File: src/rtl/otter_pkg.sv
// Shared types and encodings for the OTTER multicycle control unit.
package otter_pkg;

    // Control-unit states
    typedef enum logic [2:0] {
        ST_INIT  = 3'd0,
        ST_FETCH = 3'd1,
        ST_EXEC  = 3'd2,
        ST_WB    = 3'd3,
        ST_INTR  = 3'd4
    } state_t;

    // RV32I major opcodes (instruction bits [6:0])
    localparam logic [6:0] OP_LOAD   = 7'b0000011;
    localparam logic [6:0] OP_STORE  = 7'b0100011;
    localparam logic [6:0] OP_BRANCH = 7'b1100011;
    localparam logic [6:0] OP_OP     = 7'b0110011;
    localparam logic [6:0] OP_OPIMM  = 7'b0010011;
    localparam logic [6:0] OP_LUI    = 7'b0110111;
    localparam logic [6:0] OP_AUIPC  = 7'b0010111;
    localparam logic [6:0] OP_JAL    = 7'b1101111;
    localparam logic [6:0] OP_JALR   = 7'b1100111;
    localparam logic [6:0] OP_SYSTEM = 7'b1110011;

    // SYSTEM-opcode FUNCT3 encodings that the control unit acts on
    localparam logic [2:0] F3_MRET  = 3'b000;
    localparam logic [2:0] F3_CSRRW = 3'b001;
    localparam logic [2:0] F3_CSRRS = 3'b010;
    localparam logic [2:0] F3_CSRRC = 3'b011;

endpackage

File: src/rtl/otter_instret_counter.sv
// Retired-instruction counter: free-running, wraps at 2^W.
module otter_instret_counter #(
    parameter int W = 32
) (
    input  logic         clk,
    input  logic         rst_n,
    input  logic         en,
    output logic [W-1:0] count
);

    // Count one per enabled edge; natural overflow gives the wrap to zero
    always_ff @(posedge clk or negedge rst_n) begin
        if (!rst_n)
            count <= '0;
        else if (en)
            count <= count + W'(1);
    end

endmodule

File: src/rtl/otter_cu_fsm.sv
// OTTER RV32I multicycle control unit: fetch/exec/writeback sequencing,
// machine-mode interrupt entry and retired-instruction counting.
module otter_cu_fsm
    import otter_pkg::*;
#(
    parameter int CNT_W = 32
) (
    input  logic             clk,
    input  logic             RST_N,
    input  logic [6:0]       OPCODE,
    input  logic [2:0]       FUNCT3,
    input  logic             INTR,
    input  logic             CSR_MIE,
    output logic             PC_WRITE,
    output logic             PC_RST,
    output logic             REG_WRITE,
    output logic             MEM_RDEN1,
    output logic             MEM_RDEN2,
    output logic             MEM_WE2,
    output logic             CSR_WE,
    output logic             INT_TAKEN,
    output logic             MRET_EXEC,
    output logic [CNT_W-1:0] INSTRET
);

    state_t state, state_nxt;
    logic   irq_take;
    logic   retire;

    // Interrupt qualification uses MIE as currently held, so a CSR write
    // or mret in this same EXEC cycle cannot influence the decision.
    assign irq_take = INTR & CSR_MIE;

    // An instruction retires when leaving EXEC (non-load) or leaving WB
    assign retire = ((state == ST_EXEC) && (OPCODE != OP_LOAD)) ||
                    (state == ST_WB);

    // State register; reset parks in INIT so PC_RST is asserted throughout
    always_ff @(posedge clk or negedge RST_N) begin
        if (!RST_N)
            state <= ST_INIT;
        else
            state <= state_nxt;
    end

    // Next-state and per-state enables, all default low
    always_comb begin
        state_nxt = state;
        PC_WRITE  = 1'b0;
        PC_RST    = 1'b0;
        REG_WRITE = 1'b0;
        MEM_RDEN1 = 1'b0;
        MEM_RDEN2 = 1'b0;
        MEM_WE2   = 1'b0;
        CSR_WE    = 1'b0;
        INT_TAKEN = 1'b0;
        MRET_EXEC = 1'b0;
        unique case (state)
            ST_INIT: begin
                PC_RST    = 1'b1;
                state_nxt = ST_FETCH;
            end
            ST_FETCH: begin
                MEM_RDEN1 = 1'b1;
                state_nxt = ST_EXEC;
            end
            ST_EXEC: begin
                state_nxt = irq_take ? ST_INTR : ST_FETCH;
                PC_WRITE  = 1'b1;
                case (OPCODE)
                    OP_LOAD: begin
                        // PC advances at WB, not here
                        PC_WRITE  = 1'b0;
                        MEM_RDEN2 = 1'b1;
                        state_nxt = ST_WB;
                    end
                    OP_STORE:  MEM_WE2 = 1'b1;
                    OP_BRANCH: ;
                    OP_OP, OP_OPIMM, OP_LUI, OP_AUIPC, OP_JAL, OP_JALR:
                        REG_WRITE = 1'b1;
                    OP_SYSTEM: begin
                        case (FUNCT3)
                            F3_MRET: MRET_EXEC = 1'b1;
                            F3_CSRRW, F3_CSRRS, F3_CSRRC: begin
                                CSR_WE    = 1'b1;
                                REG_WRITE = 1'b1;
                            end
                            default: ;  // other SYSTEM forms run as NOP
                        endcase
                    end
                    default: ;          // unknown opcode runs as NOP
                endcase
            end
            ST_WB: begin
                REG_WRITE = 1'b1;
                PC_WRITE  = 1'b1;
                state_nxt = irq_take ? ST_INTR : ST_FETCH;
            end
            ST_INTR: begin
                // INTR is deliberately not re-sampled here
                INT_TAKEN = 1'b1;
                PC_WRITE  = 1'b1;
                state_nxt = ST_FETCH;
            end
            default: state_nxt = ST_INIT;
        endcase
    end

    otter_instret_counter #(.W(CNT_W)) u_instret (
        .clk   (clk),
        .rst_n (RST_N),
        .en    (retire),
        .count (INSTRET)
    );

endmodule

File: config.mk
export PLATFORM = sky130hd
export DESIGN_NAME = otter_cu_fsm
export DESIGN_NICKNAME = d
export VERILOG_FILES = /design/src/rtl/otter_pkg.sv /design/src/rtl/otter_instret_counter.sv /design/src/rtl/otter_cu_fsm.sv
export SDC_FILE = /design/constraint.sdc
export NUM_CORES = 1
export LEC_CHECK = 0
export BUFFER_PORTS_ARGS = -buffer_cell sky130_fd_sc_hd__buf_2
export CORE_MARGIN = 5
export CORE_UTILIZATION = 45
export CTS_CLUSTER_SIZE = 8
export DETAILED_ROUTE_END_ITERATION = 6
export PLACE_DENSITY_LB_ADDON = 0.25
export RECOVER_POWER = 50
export SETUP_SLACK_MARGIN = 0.5
export SYNTH_ARGS = -nofsm -noshare
export SYNTH_HDL_FRONTEND = slang
export SYNTH_SLANG_ARGS = --single-unit
export TNS_END_PERCENT = 50
File: constraint.sdc
create_clock -name clk -period 4.8 [get_ports clk]
set_input_delay 0.24 -clock clk [delete_from_list [all_inputs] [get_ports clk]]
set_output_delay 0.24 -clock clk [all_outputs]
set_load 0.02 [all_outputs]
* After elaboration in Yosys (flattened, before gate mapping)
Cells that the tools add are included.
Storage, ports and cells: register bits after elaboration 35, bits of input ports 14, output and inout port bits 41, word-level logic and storage cells 49
Cells by class: $add $sub $neg 1, eq/ne operators 17, multiplexer cells 20, bitwise gates (word level) 1, reductions and logical operators 8
Operators with widths (count):
- adder 32 x 1 -> 32 bit (second input constant) | 1
- == test 7 x 6 -> 1 bit (second input constant) | 3
- == test 7 bit (second input constant) | 3
- == test 7 x 5 -> 1 bit (second input constant) | 2
- two-way mux 1 bit | 14
- == test 3 x 2 -> 1 bit (second input constant) | 4
- one-hot mux 3 bit (4 select lines) | 1
- == test 7 x 2 -> 1 bit (second input constant) | 1
- inequality test 7 x 2 -> 1 bit (second input constant) | 1
- == test 3 x 1 -> 1 bit (second input constant) | 2
- zero test 3 bit | 2
- two-way mux 3 bit | 2
- one-hot mux 1 bit (2 select lines) | 3
- OR reduction 6 bit | 1
- OR reduction 2 bit | 2
- == test 3 bit (second input constant) | 1
- OR reduction 3 bit | 1
- AND 1 bit | 1
- logical AND 1 bit | 1
- logical OR 1 bit | 1

* Depth between registers and ports, before layout
depth after elaboration 5, mapped depth 5, mapped depth without buffers 5

* Hierarchy
From an unflattened synthesis, not the netlist that was laid out.
Unflattened totals: cell total of the unflattened synthesis 155, area total of the unflattened synthesis 1751.7 um^2
By module, submodules not included:
- otter_instret_counter | instances 1, cells an instance 123, area each 1448.9 um^2, sequential area each 800.8 um^2
- otter_cu_fsm | instances 1, cells an instance 32, area each 302.8 um^2, sequential area each 75.1 um^2

* Worst setup path before layout
No wires, ideal clock.
path type reg-to-reg, from reg u_instret.count[0], to reg u_instret.count[26], setup time 0.080 ns, arrival 1.909 ns, required time 4.720 ns, setup slack 2.811 ns, cell stages (with the launch flop) 6, buffers on the path 0, clock period less this slack 1.989 ns, path through dfrtp_1 > ha_1 > nand4_2 > or4_4 > nor4b_2 > xor2_1
Between the ends: cells in the longest elaborated chain, start to end 1
RTL lines:
- start: declaration | RTL line otter_instret_counter.sv:8 | output logic [W-1:0] count
- start signal: assignment | RTL line otter_instret_counter.sv:16 | count <= count + W'(1);
- adder 32 x 1 -> 32 bit | RTL line otter_instret_counter.sv:16
Every way passes these cells. A chain may end at the register's enable or synchronous reset.

* Final worst setup path
from reg state[0], to out PC_WRITE
Between the ends: cells in the longest elaborated chain, start to end 3, elaborated cells on any way between the ends 5, those cells by class 3 x eq/ne; 1 x mux; 1 x reduce/logical
RTL lines:
- start: declaration | RTL line otter_cu_fsm.sv:26 | state_t state, state_nxt;
- start signal: assignment | RTL line otter_cu_fsm.sv:43 | state <= state_nxt;
- == test 3 x 2 -> 1 bit or == test 3 bit (tied branches) | RTL line otter_cu_fsm.sv:58 | unique case (state)
- OR reduction 2 bit (no source line)
- one-hot mux 1 bit (2 select lines) (*) | RTL line otter_cu_fsm.sv:58
- end: declaration | RTL line otter_cu_fsm.sv:14 | output logic PC_WRITE,
Every way passes the cells marked *; elsewhere a longest branch is shown, timed or not.

==> qor.txt <==
Outcome: finished, violations left
Violated checks: max-capacitance violations, max-slew violations
Post-layout instance area: 0.002311 mm²
Post-DP HPWL: 3.450 mm
Hold crit path type: input pin to flip-flop
Num Clock Sinks: 35
Seq pwr share: 41.9%
Fin util: 56.95%
H-tree depth: 2
CP Launch Point: state[0]$_DFF_PN0_
Syn. warnings: 0
R2r startpoint: u_instret.count[0]$_DFFE_PN0P_
Vias in the first global route: 1659
FP Rows: 23
CP max-delay cell: o31ai_4
Slew Limit Fails: 36
Initial core utilization: 46.75%
Clock power share: 29.0%
P&R area growth vs syn: 21.83%
Die H: 74.93 µm
FF/Latch Area: 875.8 µm²
Commonest non-fill, non-tap cell in the layout: dfrtp_1
First-pass GRT wire length: 8.004 mm
Sw Share: 37.01%
Area occupied by multi-input gates: 993.5 µm²
CTS Buf Count: 5
Tot Pwr: 0.0009113 W
Cell taking the most area after synthesis: dfrtp_1
Vias: 1699
Worst Setup End Kind: output pin
Final critical-path share of the clock period: 48.25%
Hold buffer count at cts: 0
Worst-path cell chain: or3_1 -> o31ai_4 -> nand2b_1 -> buf_2
Most area-consuming cells after synthesis: dfrtp_1 (46%), xnor2_1 (9.2%), nand4_1 (7.3%), xor2_1 (5.1%), nor3_1 (4.0%)
Core area: 0.004058 mm²
CTS Buffer Depth: 2
Global route overflow: 0
Reg2reg setup slack: 2.69 ns
Io pins: 55
P_int: 0.0005741 W
Setup TNS Final: 0 ns
Final Non-Filler Cells: 300
Commonest non-fill, non-tap cells in the layout: dfrtp_1 (35), buf_2 (33), nand4_1 (22)
P_leak: 1.025 nW
Max IR drop VDD: 0.0003779 V
Yosys reg bits: 35
Max_cap viols: 1
Input/output buffers: 54
Die Area: 0.005614 mm²
Placed cell areas: 0.002225 mm²
Pwr/cell area: 394.3 mW/mm²
Wirelength per Cell: 15.26 µm
Clock transition at path regs: 0.07 ns
CP bufs+invs: 1
Final setup violation count: 0
Worst-path maximum fanout: 14
Arrival time worst endpoint: 2.08 ns
Largest net degree at the start of global routing: 36
DRT Pass-1 Iters: 4
Hold Fails Final Rpt: 0
Hold Startpoint: CSR_MIE
Root Buffer: clkbuf_8
Via/cell ratio: 5.663
Startpoint Class: flip-flop
Yosys top cell area share: 46.17%
CP max stage delay: 0.63 ns
Post-CTS Setup Inserts: 0
Cells after Synth: 189
Max Fclk: 431.8 MHz
RSZ-0062 raised after global routing: false
Clk_lat worst skew: 0.30 ns
Final min period: 2.316 ns
Async S/R FF share, synth: 100.0%
Comb power frac: 29.1%
CTS resizes: 0
Initial antenna violation count: 0
Mapped Area: 0.001897 mm²
Worst Path Required: 4.56 ns
Number of flops mapped to enable cells by yosys: 0
Drt drc: 0
# diodes: 0
DR iter-0 viols: 108
GP Congestion: 0.7820
Total global-route track usage: 18.62%
Setup Crit Path Kind: flip-flop to output pin
Main synth FF type: dfrtp_1
Nets: 264
DIE WIDTH: 74.93 µm
Share of post-route cells with drive strength above 1: 20.00%
CTS tree: yes
Avg Inst Size Synth: 10.04 µm²
Rel. slew slack: -25.46%
Placed Instances: 292
Family with the most delay on the worst path: compound AO/OA/AOI/OAI gates
Count of cell types in the netlist: 35
Fill cells: 398
Worst Tran Pin Value: 1.882 ns
Register area share after synthesis: 46.17%
Post-synthesis net count: 204
Total net switching power: 0.0003373 W
Antenna-violating nets left: 0
Final WL: 4.578 mm
Clk_skew: 0.01208 ns
==> registers in the layout, summed over array words and instances (netlist names) <==
name             count
u_instret.count     32
state                3
==> power groups by stage <==
stage	Sequential [W]	Combinational [W]	Clock [W]
global route	0.000392	0.000295	0.000283
finish	0.000382	0.000265	0.000264
CTS	0.000382	0.000272	0.000272
detailed placement	0.000387	0.000271	0
floorplan	0.000408	0.000154	0
global placement	0.000386	0.000266	0
==> final timing paths <==
path,end,cells past startpoint
setup / recovery,PC_WRITE,4
hold / removal,state[2]$_DFF_PN0_,3
setup reg to reg,u_instret.count[30]$_DFFE_PN0P_,5
hold reg to reg,u_instret.count[31]$_DFFE_PN0P_,1
max in group asynchronous,u_instret.count[17]$_DFFE_PN0P_,1
min in group asynchronous,u_instret.count[6]$_DFFE_PN0P_,1
==> cells by family after synthesis <==
logic type                 Yosys count  share of synthesized area (%)
adders and majority gates            1                         0.6595
and+or+nand+nor                    109                          34.43
xor gates and xnor gates            31                          14.31
DFF                                 35                          46.17
AOI/OAI and AO/OA                    7                          2.969
buffers and inverters                6                          1.451
==> worst register-to-register path, cell delays in order (launching register included) <==
cell	delay, ns
dfrtp_1	0.47
ha_1	0.32
nand4_2	0.19
or4_4	0.61
nor4_2	0.27
xor2_1	0.17
==> metal layers <==
metal | track usage, % | wire (µm) | vias to the layer above
li1 | - | - | 822
met1 | 24.34 | 2042 | 833
met2 | 30.46 | 2232 | 38
met3 | 4.806 | 247 | 6
met4 | 5.534 | 55 | 0
met5 | 0 | 0 | -
==> through the flow <==
stage	worst slack [ns]	hold WS, ns
CTS	2.447	0.04579
floorplan	2.811	-0.05559
finish	2.484	0.1939
detailed placement	2.716	0.3647
global placement	2.767	0.3649
global route	2.319	0.2022
==> final cells by class <==
class                      instances  share of cell area [%]
multi-input combinational        148                   42.99
sequential                        35                   37.90
timing repair buffer              55                   10.88
clock buffer                       5                   2.978
tap                               50                   2.707
clock inverter                     3                   1.895
inverter                           4                  0.6497
==> cells in the mapped netlist (2+ instances only) <==
master	count
nand2_1	15
nor4b_2	2
xor2_1	11
nor3_1	15
nor2_1	8
nand4_1	22
or3_1	4
o21ai_0	2
and2_1	4
nand2b_1	3
and3_1	5
xnor2_1	20
nand3_1	12
nor4_1	7
inv_1	4
dfrtp_1	35
a21oi_1	2
Power figures use the tool's default switching activity.
